File: config.mk
export PLATFORM = sky130hd
export DESIGN_NAME = lsu_ctrl
export DESIGN_NICKNAME = d
export VERILOG_FILES = /design/src/rtl/riscv_pkg.sv /design/src/rtl/lsu_align.sv /design/src/rtl/lsu_ctrl.sv
export SDC_FILE = /design/constraint.sdc
export NUM_CORES = 1
export LEC_CHECK = 0
export BUFFER_PORTS_ARGS = -buffer_cell sky130_fd_sc_hd__buf_2
export CORE_MARGIN = 1.5
export CORE_UTILIZATION = 50
export CTS_CLUSTER_DIAMETER = 100
export CTS_CLUSTER_SIZE = 16
export DETAILED_ROUTE_END_ITERATION = 6
export GPL_TIMING_DRIVEN = 0
export PLACE_DENSITY = 0.77
export SYNTH_ARGS = -nofsm -noshare
export SYNTH_HDL_FRONTEND = slang
export SYNTH_SLANG_ARGS = --single-unit
export TNS_END_PERCENT = 5
File: constraint.sdc
create_clock -name clk -period 2.3 [get_ports clk]
set_input_delay 0.23 -clock clk [delete_from_list [all_inputs] [get_ports clk]]
set_output_delay 0.23 -clock clk [all_outputs]
set_load 0.01 [all_outputs]
File: src/rtl/riscv_pkg.sv
// Shared RISC-V core definitions: opcodes, funct3 sizes, LSU state.
// Used by lsu_ctrl and lsu_align.
package riscv_pkg;

  localparam logic [6:0] OPC_LOAD  = 7'b0000011;
  localparam logic [6:0] OPC_STORE = 7'b0100011;

  localparam logic [2:0] F3_B  = 3'd0;
  localparam logic [2:0] F3_H  = 3'd1;
  localparam logic [2:0] F3_W  = 3'd2;
  localparam logic [2:0] F3_BU = 3'd4;
  localparam logic [2:0] F3_HU = 3'd5;

  typedef enum logic [1:0] {
    IDLE,
    REQ,
    WAIT,
    DONE
  } lsu_state_t;

  typedef enum logic [1:0] {
    SZ_B,
    SZ_H,
    SZ_W
  } lsu_size_t;

  // Undefined funct3 encodings behave as word accesses
  function automatic lsu_size_t f3_size(
    input logic [2:0] f3
  );
    lsu_size_t s;
    s = SZ_W;
    if (f3 == F3_B || f3 == F3_BU) s = SZ_B;
    if (f3 == F3_H || f3 == F3_HU) s = SZ_H;
    return s;
  endfunction

  function automatic logic f3_signed(
    input logic [2:0] f3
  );
    return (f3 == F3_B) || (f3 == F3_H);
  endfunction

endpackage

File: src/rtl/lsu_align.sv
// Byte-lane logic: store byte enables and replication,
// load lane select with sign/zero extension.
module lsu_align
  import riscv_pkg::*;
(
  input  logic [2:0]  i_funct3,
  input  logic [1:0]  i_offset,
  input  logic [31:0] i_wdata,
  input  logic [31:0] i_rdata,
  output logic [3:0]  o_be,
  output logic [31:0] o_wdata_rep,
  output logic [31:0] o_rdata_ext
);

  lsu_size_t   w_size;
  logic        w_sgn;
  logic [31:0] w_shift;

  assign w_size  = f3_size(i_funct3);
  assign w_sgn   = f3_signed(i_funct3);
  assign w_shift = i_rdata >> {i_offset, 3'b000};

  always_comb begin
    o_be        = 4'b1111;
    o_wdata_rep = i_wdata;
    o_rdata_ext = w_shift;
    unique case (w_size)
      SZ_B: begin
        o_be        = 4'b0001 << i_offset;
        o_wdata_rep = {4{i_wdata[7:0]}};
        o_rdata_ext = {{24{w_sgn & w_shift[7]}},
                       w_shift[7:0]};
      end
      SZ_H: begin
        o_be        = 4'b0011 << i_offset;
        o_wdata_rep = {2{i_wdata[15:0]}};
        o_rdata_ext = {{16{w_sgn & w_shift[15]}},
                       w_shift[15:0]};
      end
      default: begin
        o_be        = 4'b1111;
        o_wdata_rep = i_wdata;
        o_rdata_ext = w_shift;
      end
    endcase
  end

endmodule

File: src/rtl/lsu_ctrl.sv
// Load/store unit controller: IDLE/REQ/WAIT/DONE with timeout.
// Define LSU_MISALIGN_TRAP_EN to fault on misaligned H/W accesses.
module lsu_ctrl
  import riscv_pkg::*;
#(
  parameter int TIMEOUT_CYCLES = 255
) (
  input  logic        clk,
  input  logic        rst_n,
  input  logic        load_flag,
  input  logic        store_flag,
  input  logic [31:0] addr,
  input  logic [31:0] wdata,
  input  logic [2:0]  funct3,
  output logic        mem_req,
  output logic        mem_we,
  output logic [31:0] mem_addr,
  output logic [31:0] mem_wdata,
  output logic [3:0]  mem_be,
  input  logic        mem_gnt,
  input  logic        mem_rvalid,
  input  logic [31:0] mem_rdata,
  output logic        stall,
  output logic        wb_valid,
  output logic [31:0] wb_data,
  output logic        fault
);

  localparam int CLG = $clog2(TIMEOUT_CYCLES + 1);
  localparam int CW  = (CLG > 8) ? CLG : 8;
  localparam logic [CW-1:0] TO_LAST = CW'(TIMEOUT_CYCLES - 1);

  lsu_state_t  r_state;
  lsu_state_t  w_next;
  logic [CW-1:0] r_cnt;
  logic [31:0] r_addr;
  logic [31:0] r_wdata;
  logic [2:0]  r_f3;
  logic        r_store;
  logic        r_fault;
  logic        r_ok;
  logic [31:0] r_wb_data;

  logic        w_one;
  logic        w_both;
  logic [1:0]  w_off;
  logic        w_trap;
  logic        w_tmo;
  logic        w_latch;
  logic        w_fault_set;
  logic        w_ok_set;
  logic        w_cap;
  logic [3:0]  w_be;
  logic [31:0] w_wdata_rep;
  logic [31:0] w_rdata_ext;

  assign w_one  = load_flag ^ store_flag;
  assign w_both = load_flag & store_flag;
  assign w_tmo  = (r_cnt >= TO_LAST);

  // Offending low bits are cleared so lanes stay inside the word
  always_comb begin
    w_off = 2'b00;
    unique case (f3_size(funct3))
      SZ_B:    w_off = addr[1:0];
      SZ_H:    w_off = {addr[1], 1'b0};
      default: w_off = 2'b00;
    endcase
  end

`ifdef LSU_MISALIGN_TRAP_EN
  assign w_trap = (w_off != addr[1:0]);
`else
  assign w_trap = 1'b0;
`endif

  lsu_align u_align (
    .i_funct3    (r_f3),
    .i_offset    (r_addr[1:0]),
    .i_wdata     (r_wdata),
    .i_rdata     (mem_rdata),
    .o_be        (w_be),
    .o_wdata_rep (w_wdata_rep),
    .o_rdata_ext (w_rdata_ext)
  );

  always_comb begin
    w_next      = r_state;
    w_latch     = 1'b0;
    w_fault_set = 1'b0;
    w_ok_set    = 1'b0;
    w_cap       = 1'b0;
    stall       = 1'b0;
    mem_req     = 1'b0;
    unique case (r_state)
      IDLE: begin
        stall = load_flag | store_flag;
        if (w_both || (w_one && w_trap)) begin
          w_fault_set = 1'b1;
          w_next      = DONE;
        end else if (w_one) begin
          w_latch = 1'b1;
          w_next  = REQ;
        end
      end
      REQ: begin
        stall   = 1'b1;
        mem_req = 1'b1;
        if (mem_gnt && r_store) begin
          w_next = DONE;
        end else if (w_tmo) begin
          w_fault_set = 1'b1;
          w_next      = DONE;
        end else if (mem_gnt) begin
          w_next = WAIT;
        end
      end
      WAIT: begin
        stall = 1'b1;
        if (mem_rvalid) begin
          w_cap    = 1'b1;
          w_ok_set = 1'b1;
          w_next   = DONE;
        end else if (w_tmo) begin
          w_fault_set = 1'b1;
          w_next      = DONE;
        end
      end
      DONE: begin
        w_next = IDLE;
      end
      default: w_next = IDLE;
    endcase
  end

  assign mem_we    = mem_req & r_store;
  assign mem_addr  = {r_addr[31:2], 2'b00};
  assign mem_be    = mem_req ? w_be : 4'b0000;
  assign mem_wdata = mem_req ? w_wdata_rep : 32'h0;
  assign wb_valid  = r_ok;
  assign wb_data   = r_wb_data;
  assign fault     = r_fault;

  always_ff @(posedge clk or negedge rst_n) begin
    if (!rst_n) begin
      r_state   <= IDLE;
      r_cnt     <= '0;
      r_addr    <= '0;
      r_wdata   <= '0;
      r_f3      <= '0;
      r_store   <= 1'b0;
      r_fault   <= 1'b0;
      r_ok      <= 1'b0;
      r_wb_data <= '0;
    end else begin
      r_state <= w_next;
      r_fault <= w_fault_set;
      r_ok    <= w_ok_set;
      if (w_latch) begin
        r_addr  <= {addr[31:2], w_off};
        r_wdata <= wdata;
        r_f3    <= funct3;
        r_store <= store_flag;
        r_cnt   <= '0;
      end else if (r_state == REQ || r_state == WAIT) begin
        r_cnt <= r_cnt + 1'b1;
      end
      if (w_cap) r_wb_data <= w_rdata_ext;
    end
  end

endmodule

==> results of run 1 <==
metal layers:
layer,vias to the layer above,wire [um],track usage
met2,222,7510,0.432
met3,34,1500,0.0875
met5,-,0,0
met4,0,480,0.105
met1,2476,6680,0.331
li1,2578,-,-
cell type report:
class	count	area, um^2
clock inverter	4	70.1
clock buffer	11	233
timing repair buffer	209	1080
sequential	112	2800
inverter	9	33.8
tap	143	179
multi-input combinational	470	2590
buffer	72	420
fill	1027	4010
timing repair:
item                       in CTS  in global routing
setup endpoints to repair      27                 73
hold buffers                    1                  0
hold endpoints to repair       46                  0
pin swaps                       0                  0
resized for setup               6                 12
cell usage after synthesis, types with 7 or more instances:
cell,number
a211oi_1,7
a21boi_0,9
a21oi_1,24
a221o_1,8
and2_1,18
buf_2,10
buf_4,32
clkbuf_1,32
dfrtp_1,112
ha_1,8
inv_1,8
mux2_2,9
mux2i_1,33
nand2_1,237
nor2_1,29
nor2b_1,19
o21ai_0,14
o22a_1,8
o2bb2ai_1,7
cell usage in the layout (no fill, tap or decap), types with 8 or more instances in the layout:
cell type    n
a21boi_0     9
a21oi_1     24
buf_2      215
o21ai_0     14
and2_1      18
a221o_1      8
inv_1        8
nand2_1    237
o22a_1       8
clkbuf_1    24
nor2_1      28
clkbuf_16    9
ha_1         8
mux2i_1     33
buf_4       34
nor2b_1     19
dfrtp_1    112
mux2_2       9
per-stage QoR:
step	util	worst slack, ns	cell area (um^2)	hold slack [ns]	cells
finish	0.649	0.0826	7410	0.0676	1030
detailed placement	0.620	0.0958	7080	0.290	1016
CTS	0.648	0.00381	7400	0.0571	1031
global placement	0.618	-0.346	7050	0.420	1015
global route	0.649	0.0116	7410	0.0719	1030
floorplan	-	0.561	5840	-0.0656	665
worst reg2reg max path, delay by kind of cell, from the launching register on:
family        cells  cell delay [ns]
simple gates      3             0.71
buf+inv           2             0.59
flops             1             0.41
fa+ha+maj         1             0.28
worst min path at each step:
stage                          from          end  slack, ns  depth (start not counted)
final                      addr[23]   r_addr[23]       0.07                          3
after global routing       addr[17]   r_addr[17]       0.07                          3
after CTS                  addr[23]   r_addr[23]       0.06                          3
after detailed placement      rst_n  wb_data[13]       0.29                          1
after global placement    wdata[23]  r_wdata[23]       0.42                          3
after floorplan               rst_n        fault      -0.07                          0
cell families (layout without fill, tap and decap cells):
group / Yosys count / in the layout
compound gates: 91 / 91
xor+xnor: 6 / 6
fa+ha+maj: 8 / 8
buf+inv: 83 / 305
flops: 112 / 112
mux: 42 / 42
other cells: 1 / 2
simple gates: 321 / 321
sequential cells by signal, indices dropped and copies added, names as in the netlist:
name	cells
r_addr	32
r_wdata	32
wb_data	32
r_cnt	8
r_f3	3
r_state	2
fault	1
r_store	1
wb_valid	1
power by group through the flow:
stage / Combinational, mW / Sequential [mW] / Clock, mW
floorplan: 3.31 / 3.48 / 0
global placement: 4.97 / 3.47 / 0
detailed placement: 5.09 / 3.49 / 0
CTS: 5.12 / 3.47 / 1.67
global route: 5.66 / 3.59 / 1.75
finish: 5.11 / 3.47 / 1.64
==> flow_summary.json, run 1 <==
{
  "grt_pass1_wl_um": 26000,
  "fin_setup_tns_ns": 0,
  "wl_um": 16200,
  "viasPerCell": 5.16,
  "ys_top_cells_by_area": "dfrtp_1 48%, nand2_1 15%, mux2i_1 5.7%",
  "avgSynthCellArea_um2": 8.78,
  "yosysTopAreaCellShare": 0.480,
  "max-slew-margin-rel": 0.454,
  "maxCapViolCount": 0,
  "combPwrFrac": 0.500,
  "status": "finished clean",
  "clockBufferDepth": 2,
  "fmax_mhz": 451,
  "io_pins": 210,
  "synth_top_family_by_area": "simple AND/OR/NAND/NOR gates",
  "die_height_um": 111,
  "critical_path_class": "reg2out",
  "grt_max_degree": 67,
  "synthAdderAreaFrac": 0.0172,
  "cts_tree": "yes",
  "worstPathCellList": "buf_2 -> buf_2 -> nor2_2 -> nand2_1 -> a21boi_0 -> buf_2",
  "p_int_mw": 6.05,
  "drt-initial-drc-count": 380,
  "routedWlPerCell_um": 15.7,
  "drc_errors": 0,
  "critPathBufInv": 3,
  "hold_violations": 0,
  "clock-root-buffer": "clkbuf_16",
  "core_mm2": 0.0114,
  "clk_pin_slew_ns": 0.07,
  "pwr_density_cell_mw_per_mm2": 1380,
  "place_congestion": 0.873,
  "slew_violations": 0,
  "antenna_found_initial": 0,
  "post_cts_buffers": 0,
  "finClkSkew_ns": 0.00585,
  "power_switching_mw": 4.17,
  "cp-startpoint": "r_f3[1]",
  "insertion_delay_ns": 0.35,
  "rows": 39,
  "synth_flop_cell": "dfrtp_1",
  "start_kind": "register",
  "nNetsFinal": 996,
  "synth_edf_count": 0,
  "reg2reg_slack_ns": 0.25,
  "yosysTopAreaCell": "dfrtp_1",
  "critPathArrivalTime_ns": 1.99,
  "synthMuxAreaShare": 0.0740,
  "ir_worst_vdd_v": 0.000728,
  "grt_pass1_vias": 5215,
  "cts_sinks": 112,
  "crit_slowest_cell": "dfrtp_1",
  "gr-total-overflow": 0,
  "sw_frac_of_total": 0.408,
  "area_growth_pct": 27.0,
  "cp.required_ns": 2.07,
  "p_seq_frac": 0.340,
  "path_delay_family": "buffers and inverters",
  "via_count": 5310,
  "fp.dieArea_mm2": 0.0123,
  "power_mw": 10.2,
  "r2r-start": "r_state[0]",
  "power_frac_clock": 0.161,
  "tightest_slew_ns": 0.813,
  "synth_xor_area_frac": 0.00901,
  "synthCells": 664,
  "critPathMostFrequentCell": "buf_2",
  "port_buffers": 207,
  "finalCritPeriodShare": 0.964,
  "synth.yosys.seq_area_share": 0.480,
  "setup.worst_path.end": "mem_wdata[11]",
  "initial_core_util": 0.511,
  "power_leakage_nw": 3.98,
  "worst_path_largest_cell_delay_ns": 0.35,
  "die_w_um": 111,
  "synthSimpleGateAreaFrac": 0.231,
  "synth_warnings": 0,
  "path_max_fanout": 10,
  "r2r.worst_path.cells": 6,
  "htreeDepth": 3,
  "place_hpwl_um": 12100,
  "path_depth": 6,
  "cts-buffers-inserted": 9,
  "n_antenna_cell": 0,
  "synth_compound_area_frac": 0.111,
  "critPathCaptureType": "primary output",
  "min_period_ns": 2.22,
  "ant_nets": 0,
  "netlist-cell-type-count": 45,
  "hp-class": "in2reg",
  "synth_area_mm2": 0.00583,
  "ys_seq_elements": 112,
  "drive_gt1_frac": 0.321,
  "grt_usage": 0.266,
  "drtPass1Iterations": 5,
  "rr_endpoint": "r_wdata[2]",
  "finalSetupViolCount": 0,
  "async_reset_ff_frac": 1.00,
  "rsz0062_at_grt": "no"
}
No activity file was read; power rests on OpenSTA's default activity.
==> run 2: changes to the inputs <==
--- a/config.mk
+++ b/config.mk
@@ -7,12 +7,12 @@
 export LEC_CHECK = 0
 export BUFFER_PORTS_ARGS = -buffer_cell sky130_fd_sc_hd__buf_2
 export CORE_MARGIN = 1.5
-export CORE_UTILIZATION = 50
+export CORE_UTILIZATION = 45
 export CTS_CLUSTER_DIAMETER = 100
 export CTS_CLUSTER_SIZE = 16
 export DETAILED_ROUTE_END_ITERATION = 6
 export GPL_TIMING_DRIVEN = 0
-export PLACE_DENSITY = 0.77
+export PLACE_DENSITY = 0.73
 export SYNTH_ARGS = -nofsm -noshare
 export SYNTH_HDL_FRONTEND = slang
 export SYNTH_SLANG_ARGS = --single-unit
==> constraint.sdc (replaced) <==
create_clock -name clk -period 1.95 [get_ports clk]
set_input_delay 0.195 -clock clk [delete_from_list [all_inputs] [get_ports clk]]
set_output_delay 0.195 -clock clk [all_outputs]
set_load 0.01 [all_outputs]
==> run 2 against run 1 <==
Effect of this change:
- utilization decreased by 4.4 points
- sequential cell count stayed put
- highest routed layer unchanged
- non-clock buffer count increased by 4
- count of clock-buffer cells in the layout rose by 2
- sequential power increased by 20%
- clock skew rose by 0.0011 ns
- total power is 22% higher
- register-to-register slack worse by 0.20 ns
- cell count is 3.2% higher
==> flow_summary.json, run 2 (same netlist as run 1, synthesis figures left out) <==
{
  "cp.required_ns": 1.75,
  "power_switching_mw": 5.01,
  "die_w_um": 117,
  "n_antenna_cell": 0,
  "hp-class": "in2reg",
  "drt-initial-drc-count": 422,
  "fmax_mhz": 518,
  "met3_usage": 0.0494,
  "grt_pass1_wl_um": 25700,
  "area_growth_pct": 30.8,
  "io_pins": 210,
  "cts_tree": "yes",
  "dp_worst_setup_slack_ns": -0.260,
  "initial_core_util": 0.462,
  "path_max_fanout": 10,
  "reg2reg_slack_ns": 0.05,
  "combPwrFrac": 0.512,
  "place_hpwl_um": 12400,
  "tightest_slew_ns": 0.539,
  "die_height_um": 117,
  "max-slew-margin-rel": 0.639,
  "hold_violations": 0,
  "p_seq_frac": 0.335,
  "finClkSkew_ns": 0.00700,
  "drc_errors": 0,
  "grt_pass1_vias": 5121,
  "clock-root-buffer": "clkbuf_16",
  "insertion_delay_ns": 0.35,
  "grt_busiest_layer": "met2",
  "ant_nets": 0,
  "maxCapViolCount": 0,
  "wl_um": 16600,
  "clk_pin_slew_ns": 0.07,
  "fp.dieArea_mm2": 0.0137,
  "fin_setup_tns_ns": 0,
  "slew_violations": 0,
  "ir_worst_vdd_v": 0.000839,
  "gr-usage-met2": 0.408,
  "crit_slowest_cell": "dfrtp_2",
  "drtPass1Iterations": 4,
  "antenna_found_initial": 1,
  "htreeDepth": 3,
  "viasPerCell": 5.03,
  "worst_path_largest_cell_delay_ns": 0.47,
  "critical_path_class": "reg2out",
  "finalCritPeriodShare": 0.990,
  "drive_gt1_frac": 0.347,
  "cts-buffers-inserted": 9,
  "layout_commonest_cell": "nand2_1",
  "rsz0062_at_grt": "yes",
  "core_mm2": 0.0126,
  "rows": 41,
  "worstPathCellList": "or2_2 -> buf_6 -> clkbuf_16 -> nand2_1 -> a21boi_0 -> buf_2",
  "fin_util": 0.605,
  "critPathCaptureType": "primary output",
  "power_mw": 12.5,
  "finalSetupViolCount": 0,
  "place_congestion": 0.859,
  "routedWlPerCell_um": 15.7,
  "nNetsFinal": 1000,
  "fin_ws_ns": 0.0188,
  "min_period_ns": 1.93,
  "clockBufferDepth": 2,
  "holdWs_ns": 0.0277,
  "start_kind": "register",
  "cts_sinks": 112,
  "p_int_mw": 7.44,
  "pwr_density_cell_mw_per_mm2": 1630,
  "grt_usage": 0.246,
  "via_count": 5345,
  "gr-usage-met1": 0.318,
  "grt_max_degree": 69,
  "power_leakage_nw": 4.06,
  "gr-total-overflow": 0,
  "port_buffers": 207,
  "power_frac_clock": 0.153,
  "status": "finished clean",
  "sw_frac_of_total": 0.402,
  "critPathArrivalTime_ns": 1.74,
  "final_cell_mix": "236 x nand2_1, 209 x buf_2, 110 x dfrtp_1"
}
run 2: cell types whose count changed in the layout (fill, tap and decap cells not counted), sizes merged:
cell / before / now
buf: 250 / 256
clkinv: 3 / 0
bufinv: 2 / 1
inv: 8 / 9
clkinvlp: 0 / 1
run 2: final timing paths:
path,startpoint,endpoint,cells past startpoint
max in group asynchronous,rst_n,r_wdata[0],3
worst max register to register,r_state[0],r_addr[3],7
worst min-delay path,wdata[19],r_wdata[19],3
worst min register to register,r_addr[21],r_addr[21],2
worst max-delay path,r_f3[0],mem_wdata[14],6
min in group asynchronous,rst_n,wb_data[24],2
run 2: worst max-delay path, delay by kind of cell (launching register included):
kind,cells,cell delay (ns)
buffers and inverters,3,0.45
and+or+nand+nor,2,0.38
DFF,1,0.47
AOI/OAI and AO/OA,1,0.07
run 2: power by group through the flow:
stage	clock network (mW)	logic, mW	registers (mW)
global placement	0	5.88	4.11
global route	2.03	7.10	4.31
finish	1.90	6.38	4.17
floorplan	0	3.90	4.10
CTS	1.95	6.25	4.14
detailed placement	0	6.00	4.14
run 2: layer usage:
layer	vias to the layer above	routed length [um]
met5	-	0
met4	0	411
met3	31	1180
met2	211	7840
met1	2521	7220
li1	2582	-
run 2: final cells by class:
type	count	area (um^2)
fillers	1183	4990
flip-flops and latches	112	2810
multi-input cells	470	2630
repair buffers	213	1120
plain buffers	72	514
clock buffers	13	270
well taps	172	215
clock inverters	2	37.5
inverters	9	36.3
run 2: repair_timing:
item                                   4_1_cts  5_1_grt
endpoints found under the hold margin       44        0
setup endpoints to repair                  118       82
gates resized for setup                     41       31
setup buffers                                2        2
hold buffers                                 1        0
pin swaps                                    0        1
run 2: per-stage QoR:
stage	std cells	area [um^2]
floorplan	665	5840
global placement	1044	7090
detailed placement	1045	7120
CTS	1061	7560
global route	1063	7630
finish	1063	7630
==> run 3: changes to the inputs <==
--- a/config.mk
+++ b/config.mk
@@ -12,7 +12,7 @@
 export CTS_CLUSTER_SIZE = 16
 export DETAILED_ROUTE_END_ITERATION = 6
 export GPL_TIMING_DRIVEN = 0
-export PLACE_DENSITY = 0.73
+export PLACE_DENSITY = 0.77
 export SYNTH_ARGS = -nofsm -noshare
 export SYNTH_HDL_FRONTEND = slang
 export SYNTH_SLANG_ARGS = --single-unit
==> run 3 against run 2 <==
Effect of this change:
- cell count is 0.28% higher
- cell area is 0.33% lower
- total power is 1.2% lower
- non-clock buffer count is 1 higher
- register-to-register slack better by 0.08 ns
- global-route usage is 0.20 points higher
- sequential share of layout area is 0.14 points higher
- worst setup slack better by 0.043 ns
- critical path type unchanged
- largest cell class unchanged
- highest routed layer unchanged
==> flow_summary.json, run 3 (same netlist as run 1, synthesis figures left out) <==
{
  "die_height_um": 117,
  "grt_pass1_wl_um": 25800,
  "drtPass1Iterations": 5,
  "finalSetupViolCount": 0,
  "power_leakage_nw": 4.05,
  "pwr_density_cell_mw_per_mm2": 1620,
  "grt_pass1_vias": 5092,
  "wl_um": 16500,
  "insertion_delay_ns": 0.35,
  "multiInputGateArea_mm2": 0.00263,
  "tightest_slew_ns": 0.578,
  "critPathCaptureType": "primary output",
  "cts_tree": "yes",
  "routedWlPerCell_um": 15.4,
  "start_kind": "register",
  "crit_slowest_cell": "dfrtp_1",
  "fillers": 1170,
  "finalCritPeriodShare": 0.968,
  "r2r-start": "r_state[0]",
  "min_period_ns": 1.89,
  "finClkSkew_ns": 0.00704,
  "viasPerCell": 5.03,
  "setup.worst_path.end": "mem_be[2]",
  "fin_cells": 1066,
  "drc_errors": 0,
  "min-delay-start": "addr[31]",
  "clk_pin_slew_ns": 0.07,
  "ant_nets": 0,
  "clockBufferDepth": 2,
  "hp-class": "in2reg",
  "stdcell_area_mm2": 0.00760,
  "critPathArrivalTime_ns": 1.69,
  "clock-root-buffer": "clkbuf_16",
  "dpl_cell_area_mm2": 0.00712,
  "rows": 41,
  "port_buffers": 207,
  "htreeDepth": 3,
  "via_count": 5367,
  "maxCapViolCount": 0,
  "critical_path_class": "reg2out",
  "max-slew-margin-rel": 0.612,
  "rsz0062_at_grt": "yes",
  "fmax_mhz": 530,
  "drive_gt1_frac": 0.351,
  "regArea_mm2": 0.00281,
  "grt_max_degree": 80,
  "cp-startpoint": "r_addr[0]",
  "place_congestion": 0.874,
  "layout_commonest_cell": "nand2_1",
  "nNetsFinal": 1001,
  "dp_worst_setup_slack_ns": -0.330,
  "fin_ws_ns": 0.0618,
  "r2r.worst_path.cells": 7,
  "fp.dieArea_mm2": 0.0137,
  "critPathBufInv": 4,
  "drt-initial-drc-count": 442,
  "power_mw": 12.3,
  "place_hpwl_um": 12200,
  "area_growth_pct": 30.4,
  "gr-total-overflow": 0,
  "slew_violations": 0,
  "initial_core_util": 0.462,
  "worst_path_largest_cell_delay_ns": 0.35,
  "path_depth": 7,
  "final_cell_mix": "236 x nand2_1, 211 x buf_2, 109 x dfrtp_1",
  "path_delay_family": "buffers and inverters",
  "worstPathCellList": "buf_2 -> clkbuf_8 -> buf_6 -> a21oi_1 -> a21oi_1 -> o21a_1 -> buf_2",
  "io_pins": 210,
  "cp.required_ns": 1.75,
  "path_max_fanout": 10,
  "core_mm2": 0.0126,
  "hold_violations": 0,
  "dp.cells": 1045,
  "ir_worst_vdd_v": 0.000737,
  "cts_sinks": 112,
  "status": "finished clean",
  "grt_usage": 0.248,
  "die_w_um": 117,
  "cts-buffers-inserted": 9,
  "antenna_found_initial": 1,
  "reg2reg_slack_ns": 0.13,
  "rr_endpoint": "r_addr[11]"
}
-- run 3: changes by cell type in the layout (fill, tap and decap cells not counted), sizes merged --
cell | before | now
clkbuf | 41 | 39
buf | 256 | 258
diode | 0 | 1
clkinv | 0 | 2
-- run 3: layer usage --
metal  up-vias  routed length, um  share of wire  GRT usage
li1       2586                  -              -          -
met1      2527               7000           0.43      0.321
met4         0                359          0.022     0.0956
met3        26               1410          0.085     0.0628
met5         -                  0              0          0
met2       228               7700           0.47      0.404
-- run 3: cell type report --
| type | count | area share |
|---|---|---|
| Antenna cell | 1 | 0.000329 |
| Buffer | 72 | 0.0658 |
| Clock buffer | 12 | 0.0324 |
| Clock inverter | 4 | 0.00691 |
| Inverter | 9 | 0.00494 |
| Multi-Input combinational cell | 470 | 0.345 |
| Sequential cell | 112 | 0.369 |
| Tap cell | 172 | 0.0283 |
| Timing Repair Buffer | 214 | 0.147 |
-- run 3: timing repair --
item                       4_1_cts  5_1_grt
setup buffers                    2        3
pin swaps                        1        1
resized for setup               44       27
hold endpoints to repair        33        0
cloned                           0        0
setup endpoints to repair      109      118
hold buffers                     1        0
-- run 3: worst min-delay path by stage --
| stage | endpoint | slack (ns) | depth (start not counted) |
|---|---|---|---|
| after floorplan | fault | -0.10 | 0 |
| after global placement | r_addr[9] | 0.39 | 3 |
| after detailed placement | wb_data[11] | 0.11 | 1 |
| after CTS | r_addr[2] | 0.02 | 3 |
| after global routing | r_addr[16] | 0.02 | 3 |
| final | r_addr[31] | 0.03 | 3 |
-- run 3: metrics by stage --
stage | TNS, ns | util | hold WS [ns]
6_report | 0 | 0.603 | 0.0270
5_1_grt | -0.0122 | 0.603 | 0.0218
4_1_cts | -0.536 | 0.598 | 0.0157
3_5_place_dp | -15.60 | 0.564 | 0.106
3_3_place_gp | -90.08 | 0.562 | 0.385
2_1_floorplan | 0 | - | -0.101
-- run 3: worst register-to-register path, cell delays in order (launching register included) --
cell and delay [ns]:
dfrtp_2 0.45, inv_2 0.10, ha_1 0.27, and2_1 0.17, clkbuf_2 0.28, clkbuf_2 0.31
nand2_1 0.12, nand2_1 0.07
-- run 3: power by group --
| group | leakage [nW] | internal [mW] | switching [mW] |
|---|---|---|---|
| logic | 2.52 | 2.88 | 3.43 |
| clock network | 0.147 | 1.04 | 0.836 |
| registers | 1.38 | 3.39 | 0.735 |
| total | 4.05 | 7.31 | 5.00 |
